## src/rtl/vga_rx_pkg.sv

```systemverilog
// rtl/vga_rx_pkg.sv - shared timing defaults, FSM encoding and CRC helpers for the VGA sync receiver
//
// Contents:
//   *_DEF       default 640x480 timing, used as parameter defaults by vga_sync_receiver
//   CNT_MAX     saturation value of the 10-bit line/pixel counters
//   rx_state_t  receiver FSM encoding (SEARCH=0, ACQUIRE=1, LOCKED=2)
//   CRC_POLY    CRC-16-CCITT polynomial
//   CRC_INIT    CRC-16-CCITT start value
//   crc16_byte  one byte of CRC-16-CCITT, MSB first
package vga_rx_pkg;

    localparam int H_TOTAL_DEF          = 800;
    localparam int H_SYNC_TO_ACTIVE_DEF = 144;
    localparam int H_ACTIVE_DEF         = 640;
    localparam int V_TOTAL_DEF          = 525;
    localparam int V_SYNC_TO_ACTIVE_DEF = 35;
    localparam int V_ACTIVE_DEF         = 480;
    localparam int LOCK_FRAMES_DEF      = 2;

    localparam logic [9:0] CNT_MAX = 10'd1023;

    localparam logic [15:0] CRC_POLY = 16'h1021;
    localparam logic [15:0] CRC_INIT = 16'hFFFF;

    typedef enum logic [1:0] {
        ST_SEARCH  = 2'd0,
        ST_ACQUIRE = 2'd1,
        ST_LOCKED  = 2'd2
    } rx_state_t;

    // The whole byte is folded into the high half first, then shifted out
    // one bit at a time; equivalent to eight serial MSB-first steps.
    function automatic logic [15:0] crc16_byte(input logic [15:0] crc,
                                               input logic [7:0]  data);
        logic [15:0] c;
        c = crc ^ {data, 8'h00};
        for (int i = 0; i < 8; i++) begin
            if (c[15]) begin
                c = {c[14:0], 1'b0} ^ CRC_POLY;
            end else begin
                c = {c[14:0], 1'b0};
            end
        end
        return c;
    endfunction

endpackage

```

## src/rtl/vga_rx_crc16.sv

```systemverilog
// rtl/vga_rx_crc16.sv - byte-wide CRC-16-CCITT accumulator
//
// Ports:
//   clk   in   1   clock
//   rst   in   1   asynchronous active-high reset, loads CRC_INIT
//   en    in   1   fold data into the accumulator this cycle
//   clr   in   1   reload CRC_INIT this cycle (wins over en)
//   data  in   8   byte to accumulate
//   crc   out  16  running CRC value
module vga_rx_crc16
    import vga_rx_pkg::*;
(
    input  logic        clk,
    input  logic        rst,
    input  logic        en,
    input  logic        clr,
    input  logic [7:0]  data,
    output logic [15:0] crc
);

    always_ff @(posedge clk or posedge rst) begin
        if (rst) begin
            crc <= CRC_INIT;
        end else if (clr) begin
            crc <= CRC_INIT;
        end else if (en) begin
            crc <= crc16_byte(crc, data);
        end
    end

endmodule

```

## src/rtl/vga_sync_receiver.sv

```systemverilog
// rtl/vga_sync_receiver.sv - VGA sink: sync edge tracking, x/y/de recovery, timing check and lock
//
// Optional feature macro: VGA_RX_CRC_EN adds o_frame_crc (CRC-16-CCITT of each locked frame's pixels).
//
// Ports:
//   i_clk         in   1   system clock
//   i_rst         in   1   asynchronous active-high reset
//   i_pix_stb     in   1   pixel strobe; all sampling and state changes are qualified by it
//   i_hs, i_vs    in   1   horizontal / vertical sync, active low
//   i_red/green   in   3   pixel colour
//   i_blue        in   2   pixel colour
//   o_x, o_y      out  10/9  active-area coordinates of the pixel flagged by o_de
//   o_de          out  1   one-cycle pixel valid (active area and locked)
//   o_pix         out  8   {red,green,blue} captured with o_de
//   o_frame_start out  1   one-cycle pulse on a good vs edge while locked
//   o_locked      out  1   high while the FSM is LOCKED
//   o_err         out  1   one-cycle pulse on any line or frame timing mismatch
//   o_line_len    out  10  last measured hs-to-hs distance in strobes (saturating)
//   o_frame_crc   out  16  (VGA_RX_CRC_EN only) CRC of the previous locked frame
module vga_sync_receiver
    import vga_rx_pkg::*;
#(
    parameter int H_TOTAL          = H_TOTAL_DEF,
    parameter int H_SYNC_TO_ACTIVE = H_SYNC_TO_ACTIVE_DEF,
    parameter int H_ACTIVE         = H_ACTIVE_DEF,
    parameter int V_TOTAL          = V_TOTAL_DEF,
    parameter int V_SYNC_TO_ACTIVE = V_SYNC_TO_ACTIVE_DEF,
    parameter int V_ACTIVE         = V_ACTIVE_DEF,
    parameter int LOCK_FRAMES      = LOCK_FRAMES_DEF
) (
    input  logic        i_clk,
    input  logic        i_rst,
    input  logic        i_pix_stb,
    input  logic        i_hs,
    input  logic        i_vs,
    input  logic [2:0]  i_red,
    input  logic [2:0]  i_green,
    input  logic [1:0]  i_blue,
    output logic [9:0]  o_x,
    output logic [8:0]  o_y,
    output logic        o_de,
    output logic [7:0]  o_pix,
    output logic        o_frame_start,
    output logic        o_locked,
    output logic        o_err,
    output logic [9:0]  o_line_len
`ifdef VGA_RX_CRC_EN
    ,
    output logic [15:0] o_frame_crc
`endif
);

    localparam logic [9:0] H_TOTAL_C   = 10'(H_TOTAL);
    localparam logic [9:0] V_TOTAL_C   = 10'(V_TOTAL);
    localparam logic [9:0] H_ACT_BEG   = 10'(H_SYNC_TO_ACTIVE);
    localparam logic [9:0] H_ACT_END   = 10'(H_SYNC_TO_ACTIVE + H_ACTIVE);
    localparam logic [9:0] V_ACT_BEG   = 10'(V_SYNC_TO_ACTIVE);
    localparam logic [9:0] V_ACT_END   = 10'(V_SYNC_TO_ACTIVE + V_ACTIVE);
    localparam logic [2:0] LOCK_TARGET = 3'(LOCK_FRAMES);

    rx_state_t   state, state_next;
    logic [2:0]  good_cnt, good_next, good_inc;
    logic        err_next, fs_next;

    logic        prev_hs, prev_vs;
    logic        hs_edge, vs_edge;
    logic [9:0]  h_cnt, v_cnt;
    logic [9:0]  h_inc, v_inc;
    logic [9:0]  h_pos, v_pos;
    logic        line_err;
    logic        line_bad, frame_good;
    logic        active, de_next;
    logic [7:0]  pix_in;

    assign pix_in = {i_red, i_green, i_blue};

    // Edges only exist on a strobe, so nothing downstream moves between strobes.
    assign hs_edge = i_pix_stb & prev_hs & ~i_hs;
    assign vs_edge = i_pix_stb & prev_vs & ~i_vs;

    assign h_inc = (h_cnt == CNT_MAX) ? CNT_MAX : h_cnt + 10'd1;
    assign v_inc = (v_cnt == CNT_MAX) ? CNT_MAX : v_cnt + 10'd1;

    // Position of the pixel sampled on this strobe (also the next counter values).
    // A vs edge wins over a coincident hs edge: that hs edge starts line 0.
    assign h_pos = hs_edge ? 10'd0 : h_inc;
    assign v_pos = vs_edge ? 10'd0 : (hs_edge ? v_inc : v_cnt);

    // A saturated counter means sync was lost; it never counts as a match.
    assign line_bad   = hs_edge & ((h_cnt == CNT_MAX) | (h_inc != H_TOTAL_C));
    assign frame_good = (v_cnt != CNT_MAX) & (v_inc == V_TOTAL_C) & ~line_err & ~line_bad;

    assign active  = (h_pos >= H_ACT_BEG) & (h_pos < H_ACT_END) &
                     (v_pos >= V_ACT_BEG) & (v_pos < V_ACT_END);
    assign de_next = i_pix_stb & active & (state == ST_LOCKED);

    assign good_inc = good_cnt + 3'd1;

    always_comb begin
        state_next = state;
        good_next  = good_cnt;
        err_next   = 1'b0;
        fs_next    = 1'b0;
        case (state)
            ST_SEARCH: begin
                if (vs_edge) begin
                    state_next = ST_ACQUIRE;
                    good_next  = 3'd0;
                end
            end
            ST_ACQUIRE: begin
                if (vs_edge) begin
                    if (frame_good) begin
                        good_next = good_inc;
                        if (good_inc >= LOCK_TARGET) begin
                            state_next = ST_LOCKED;
                        end
                    end else begin
                        err_next  = 1'b1;
                        good_next = 3'd0;
                    end
                end else if (line_bad) begin
                    err_next  = 1'b1;
                    good_next = 3'd0;
                end
            end
            ST_LOCKED: begin
                if (vs_edge) begin
                    if (frame_good) begin
                        fs_next = 1'b1;
                    end else begin
                        err_next   = 1'b1;
                        state_next = ST_ACQUIRE;
                        good_next  = 3'd0;
                    end
                end else if (line_bad) begin
                    err_next   = 1'b1;
                    state_next = ST_ACQUIRE;
                    good_next  = 3'd0;
                end
            end
            default: begin
                state_next = ST_SEARCH;
                good_next  = 3'd0;
            end
        endcase
    end

    always_ff @(posedge i_clk or posedge i_rst) begin
        if (i_rst) begin
            state         <= ST_SEARCH;
            good_cnt      <= 3'd0;
            prev_hs       <= 1'b1;
            prev_vs       <= 1'b1;
            h_cnt         <= 10'd0;
            v_cnt         <= 10'd0;
            line_err      <= 1'b0;
            o_x           <= 10'd0;
            o_y           <= 9'd0;
            o_de          <= 1'b0;
            o_pix         <= 8'd0;
            o_frame_start <= 1'b0;
            o_locked      <= 1'b0;
            o_err         <= 1'b0;
            o_line_len    <= 10'd0;
        end else begin
            state         <= state_next;
            good_cnt      <= good_next;
            o_locked      <= (state_next == ST_LOCKED);
            o_err         <= err_next;
            o_frame_start <= fs_next;
            o_de          <= de_next;
            if (i_pix_stb) begin
                prev_hs <= i_hs;
                prev_vs <= i_vs;
                h_cnt   <= h_pos;
                v_cnt   <= v_pos;
                // Line errors are remembered until the vs edge that judges the frame.
                line_err <= vs_edge ? 1'b0 : (line_err | line_bad);
            end
            if (hs_edge) begin
                o_line_len <= h_inc;
            end
            if (de_next) begin
                o_x   <= h_pos - H_ACT_BEG;
                o_y   <= 9'(v_pos - V_ACT_BEG);
                o_pix <= pix_in;
            end
        end
    end

`ifdef VGA_RX_CRC_EN
    logic [15:0] crc_acc;

    vga_rx_crc16 u_crc (
        .clk  (i_clk),
        .rst  (i_rst),
        .en   (de_next),
        .clr  (vs_edge),
        .data (pix_in),
        .crc  (crc_acc)
    );

    // Only frames that were fully received while locked are published.
    always_ff @(posedge i_clk or posedge i_rst) begin
        if (i_rst) begin
            o_frame_crc <= 16'd0;
        end else if (vs_edge && (state == ST_LOCKED)) begin
            o_frame_crc <= crc_acc;
        end
    end
`endif

endmodule
```

## config.mk

```make
export PLATFORM = sky130hd
export DESIGN_NAME = vga_sync_receiver
export DESIGN_NICKNAME = d
export VERILOG_FILES = /design/src/rtl/vga_rx_pkg.sv /design/src/rtl/vga_rx_crc16.sv /design/src/rtl/vga_sync_receiver.sv
export SDC_FILE = /design/constraint.sdc
export NUM_CORES = 1
export LEC_CHECK = 0
export BUFFER_PORTS_ARGS = -buffer_cell sky130_fd_sc_hd__buf_2
export CAP_MARGIN = 30
export CORE_ASPECT_RATIO = 1.4
export CORE_MARGIN = 2
export CORE_UTILIZATION = 55
export CTS_CLUSTER_DIAMETER = 80
export CTS_CLUSTER_SIZE = 20
export DETAILED_ROUTE_END_ITERATION = 10
export GPL_TIMING_DRIVEN = 0
export HOLD_SLACK_MARGIN = 0.1
export PLACE_DENSITY = 0.86
export SYNTH_ARGS = -nofsm -noshare
export SYNTH_HDL_FRONTEND = slang
export SYNTH_SLANG_ARGS = --single-unit
```

## constraint.sdc

```tcl
create_clock -name i_clk -period 3.99 [get_ports i_clk]
set_clock_uncertainty 0.1 [all_clocks]
set_input_delay 0.798 -clock i_clk [delete_from_list [all_inputs] [get_ports i_clk]]
set_output_delay 0.798 -clock i_clk [all_outputs]
set_load 0.05 [all_outputs]
```

==> run summary, run 1 <==
asr flop ratio synth: 100%
outcome: completed
post-synth net total: 413
Die ar.: 8160 um^2
fin worst setup slack: 0.307 ns
Mapped Area: 4090 um^2
Rows: 37
Synth Area in XOR/XNOR: 3.00%
Final setup viols: 0
clock sinks: 69
most frequent cells in the layout: dfrtp_1 (67), buf_2 (58), nand2_1 (33)
Placeable Area: 7270 um^2
die width: 76.9 um
Post-CTS Setup Repair Bufs: 0
Avg Cell Area, Syn: 10.5 um^2
simple-gate share of the synthesized area: 17.5%
Port Buf Inserts: 53
CTS tree: yes
top_reg_cell synth: dfrtp_1
worst hold margin: 0.380 ns
Max Fclk: 272 MHz
Final min period: 3.68 ns
global-route wire length before repair: 15.7 mm
Layout Utilization: 65.0%
RSZ-0062 raised after global routing: false
Routed WL per cell: 17.1 um
synthesized instance count: 389
Syn-to-layout area delta: 15.4%
HPWL Detailed: 6.85 mm
Compound-Gate Fraction of Synth Area: 16.7%
die height: 106 um
period utilization: 92.3%
worst reg2reg path depth: 13
initial antenna violation count: 0
register area share after synthesis: 42.3%
leading cell type in the layout, fill and taps excluded: dfrtp_1
Overall Global Routing Usage: 24.2%
number of buffers created by CTS: 9
pre-CTS WS: -0.186 ns
largest family of logic cells by synthesized area: simple AND/OR/NAND/NOR gates
# DRC: 0
fin. max-slew vios: 0
final hold vios: 0
wirelength, routed: 9.48 mm
Root Buffer: clkbuf_8
number of synthesized flops with an enable pin: 0
vias in the first global route: 3,347
Post-CTS Hold Buffers: 0
Vias: 3,339
vias per cell: 6.02
Final Power: 2.91 mW
MaxCap Viol Count: 0
Leak Pwr: 2.25 nW
Pre-Repair DR Iteration Count: 4
layout cells sized above 1: 31.7%
YS warnings: 0
routability congestion estimate: 0.937
Post-DRT Antenna Nets: 0
CP endpoint kind: flip-flop
worst-margin pin slew: 0.752 ns
Inserted Diodes: 0
CP Class: flip-flop to flip-flop
post-synthesis mux area share: 12.0%
power density over the cells: 616 nW/um^2
CP Max Fanout: 10
hold depth: 2
Critical Path Source Type: flip-flop
H-tree depth: 3
Gates resized, CTS repair: 0
Initial Util: 56.3%
Max VDD drop: 0.463 mV
Arr. time, crit path: 3.82 ns
largest net degree at the start of global routing: 44
Total Nets Final: 477
post-synth cell types: 70
adder-cell area share of the yosys netlist: 3.36%
register bit total from synthesis: 69
grt ovf: 0
worst min-delay path category: flip-flop to flip-flop
deepest clock path buffer count: 2
worst skew pair latency: 0.36 ns
Clock transition at path regs: 0.08 ns
CP required: 4.13 ns
I/O pin cnt: 54
Initial DRC Count: 295
Slew headroom: 48.4%
## metal layers
metal | part of all wire [%] | wire [um] | GRT usage (%)
met5 | 0 | 0 | 0
met2 | 52 | 4930 | 41.7
met1 | 40 | 3750 | 27.6
met4 | 4.2 | 398 | 15.1
met3 | 4.2 | 399 | 4.50
## worst paths after layout
path,end,slack [ns],start
setup / recovery,o_y[7],0.31,h_cnt[0]
min in group asynchronous,o_pix[0],0.40,i_rst
setup reg to reg,o_y[7],0.31,h_cnt[0]
max in group asynchronous,prev_hs,2.70,i_rst
hold / removal,o_line_len[4],0.38,o_line_len[4]
hold reg to reg,o_line_len[4],0.38,o_line_len[4]
## power breakdown
group / switching [mW] / internal (mW)
registers: 0.118 / 0.871
logic: 0.886 / 0.389
clock network: 0.292 / 0.355
## synth_stat cells (all sizes together) (8+ instances only)
master / number / area [um^2]
nand3: 15 / 80.1
nand2: 33 / 124
o21ai: 21 / 105
ha: 11 / 138
nor3: 8 / 55.1
mux2i: 8 / 80.1
a21oi: 15 / 82.6
buf: 12 / 92.6
dfrtp: 67 / 1680
nor4: 8 / 50.1
mux2: 31 / 413
nor2: 27 / 101
inv: 23 / 86.3
xnor2: 10 / 87.6
clkbuf: 8 / 31.3
## registers in the layout (all words and copies together), names as in the netlist
name and count:
state 2, o_pix 8, line_err 1, o_y 9, o_de 1, o_locked 1, o_frame_start 1, o_x 10
o_err 1, prev_vs 1, good_cnt 3, o_line_len 10, v_cnt 10, h_cnt 10, prev_hs 1
## critical path, cell delays in order, from the launching register on
cell and delay (ns):
dfrtp_1 0.40, ha_1 0.22, buf_2 0.18, nand3_1 0.15
nor3_2 0.11, nor3_1 0.60, or2_2 0.27, ha_1 0.15
o2111ai_1 0.15, a31o_2 0.28, nand3_1 0.11, o2111ai_4 0.27
buf_6 0.26, mux2_4 0.30
## area by class of cell
| cell class | instances | area, um^2 |
|---|---|---|
| clock buffer | 9 | 124 |
| tap | 97 | 121 |
| fill | 557 | 2550 |
| clock inverter | 7 | 97.6 |
| multi-input combinational | 277 | 2160 |
| sequential | 69 | 1730 |
| buffer | 19 | 120 |
| inverter | 23 | 86.3 |
| timing repair buffer | 54 | 285 |
## cells by family after synthesis
logic type / Yosys count
buf+inv: 43
simple gates: 126
mux: 39
xor+xnor: 14
compound gates: 87
flops: 69
fa+ha+maj: 11
## per-stage QoR
step / std cells / cell area (um^2) / setup TNS [ns]
4_1_cts: 556 / 4720 / 0
3_5_place_dp: 540 / 4500 / -2.76
3_3_place_gp: 539 / 4480 / -1.08
6_report: 555 / 4720 / 0
5_1_grt: 555 / 4720 / 0
2_1_floorplan: 389 / 4090 / 0
Power figures use the tool's default switching activity.
==> run 2, diff against run 1 <==
--- a/config.mk
+++ b/config.mk
@@ -15,7 +15,8 @@
 export DETAILED_ROUTE_END_ITERATION = 10
 export GPL_TIMING_DRIVEN = 0
 export HOLD_SLACK_MARGIN = 0.1
-export PLACE_DENSITY = 0.86
+export MAX_ROUTING_LAYER = met4
+export PLACE_DENSITY = 0.77
 export SYNTH_ARGS = -nofsm -noshare
 export SYNTH_HDL_FRONTEND = slang
 export SYNTH_SLANG_ARGS = --single-unit
==> constraint.sdc (replaced) <==
create_clock -name i_clk -period 4.4 [get_ports i_clk]
set_clock_uncertainty 0.1 [all_clocks]
set_input_delay 0.88 -clock i_clk [delete_from_list [all_inputs] [get_ports i_clk]]
set_output_delay 0.88 -clock i_clk [all_outputs]
set_load 0.05 [all_outputs]
==> run summary, run 2 (synthesized netlist as in run 1, its figures left out) <==
routability congestion estimate: 0.918
Port Buf Inserts: 53
most frequent cells in the layout: dfrtp_1 (67), buf_2 (58), nand2_1 (33)
leading cell type in the layout, fill and taps excluded: dfrtp_1
Arr. time, crit path: 3.93 ns
initial antenna violation count: 0
Gates resized, CTS repair: 0
largest net degree at the start of global routing: 70
Overall Global Routing Usage: 24.2%
Initial Util: 56.3%
Logic pwr share: 45.8%
Syn-to-layout area delta: 13.8%
worst min-delay path category: flip-flop to flip-flop
die width: 76.9 um
MaxCap Viol Count: 0
grt ovf: 0
H-tree depth: 3
CP required: 4.54 ns
CP endpoint kind: flip-flop
placed cell count: 539
power density over the cells: 541 nW/um^2
worst-margin pin slew: 0.791 ns
clock sinks: 69
Leak Pwr: 2.22 nW
Die ar.: 8160 um^2
Final setup viols: 0
Post-CTS Setup Repair Bufs: 0
global-route wire length before repair: 15.1 mm
Vias: 3,242
wirelength, routed: 9.19 mm
Placeable Area: 7270 um^2
vias in the first global route: 3,204
Layout Utilization: 64.1%
power share of the sequential group: 35.5%
Total Nets Final: 477
CP Class: flip-flop to flip-flop
number of buffers created by CTS: 9
fin. max-slew vios: 0
Post-CTS Hold Buffers: 0
Critical Path Source Type: flip-flop
outcome: completed
switching pwr: 1.16 mW
Post-DRT Antenna Nets: 0
layout cells sized above 1: 31.0%
Rows: 37
Max VDD drop: 0.621 mV
worst skew pair latency: 0.35 ns
Slew headroom: 45.7%
deepest clock path buffer count: 2
Root Buffer: clkbuf_8
RSZ-0062 raised after global routing: false
Routed WL per cell: 16.6 um
internal power: 1.36 mW
I/O pin cnt: 54
clock share of power: 18.8%
vias per cell: 5.84
setup TNS: 0 ns
Pre-Repair DR Iteration Count: 4
Max Fclk: 264 MHz
Clock transition at path regs: 0.08 ns
die height: 106 um
CTS tree: yes
Layout Cells excl Fill: 555
final hold vios: 0
Inserted Diodes: 0
# DRC: 0
HPWL Detailed: 6.69 mm
CP Max Fanout: 10
Initial DRC Count: 254
period utilization: 86.2%
Final min period: 3.79 ns
sw frac: 46.0%
[run 2: cell count changes in the layout (fill, tap and decap cells not counted), sizes merged]
cell / before / now
bufinv: 2 / 0
clkbuf: 16 / 19
clkinvlp: 2 / 3
inv: 25 / 23
buf: 66 / 65
clkinv: 1 / 2
[run 2: area by class of cell]
| type | instances | area [um^2] |
|---|---|---|
| Buffer | 20 | 124 |
| Clock buffer | 11 | 141 |
| Clock inverter | 5 | 36.3 |
| Fill cell | 611 | 2610 |
| Inverter | 23 | 88.8 |
| Multi-Input combinational cell | 277 | 2150 |
| Sequential cell | 69 | 1730 |
| Tap cell | 97 | 121 |
| Timing Repair Buffer | 53 | 265 |
[run 2: layer usage]
metal	wire length (um)	global-route usage, %	vias to the layer above
li1	-	-	1549
met5	0	-	-
met4	384	15.1	0
met1	3840	27.8	1587
met3	242	3.40	31
met2	4720	40.0	75
[run 2: final timing paths]
kind,start,endpoint,slack [ns],cells past startpoint
min,o_line_len[5],o_line_len[5],0.38,2
max,h_cnt[1],o_pix[3],0.61,13
min reg2reg,o_line_len[5],o_line_len[5],0.38,2
min in group asynchronous,i_rst,o_pix[2],0.60,2
max in group asynchronous,i_rst,o_frame_start,3.07,2
max reg2reg,h_cnt[1],o_pix[3],0.61,13
[run 2: power by group through the flow]
| stage | sequential, mW | combinational (mW) | clock [mW] |
|---|---|---|---|
| floorplan | 1.29 | 0.496 | 0 |
| global placement | 0.896 | 1.13 | 0 |
| detailed placement | 0.905 | 1.15 | 0 |
| CTS | 0.894 | 1.15 | 0.481 |
| global route | 0.912 | 1.23 | 0.504 |
| finish | 0.895 | 1.15 | 0.473 |
[run 2: worst max-delay path: stages (launching register included)]
cell       delay, ns
dfrtp_1         0.36
ha_1            0.19
buf_2           0.21
nand3_1         0.14
nor3_1          0.51
o21ai_0         0.45
inv_1           0.17
ha_1            0.16
o2111ai_1       0.14
a31o_2          0.27
nand3_1         0.12
o2111ai_4       0.28
buf_6           0.26
mux2_4          0.31
[run 2: per-stage QoR]
step	hold slack, ns	total power, mW	cell area (um^2)	worst slack [ns]
final	0.382	2.52	4660	0.607
after detailed placement	0.368	2.05	4480	0.266
after global routing	0.418	2.65	4660	0.342
after global placement	0.363	2.03	4480	0.322
after CTS	0.387	2.53	4660	0.642
after floorplan	0.364	1.79	4090	0.887
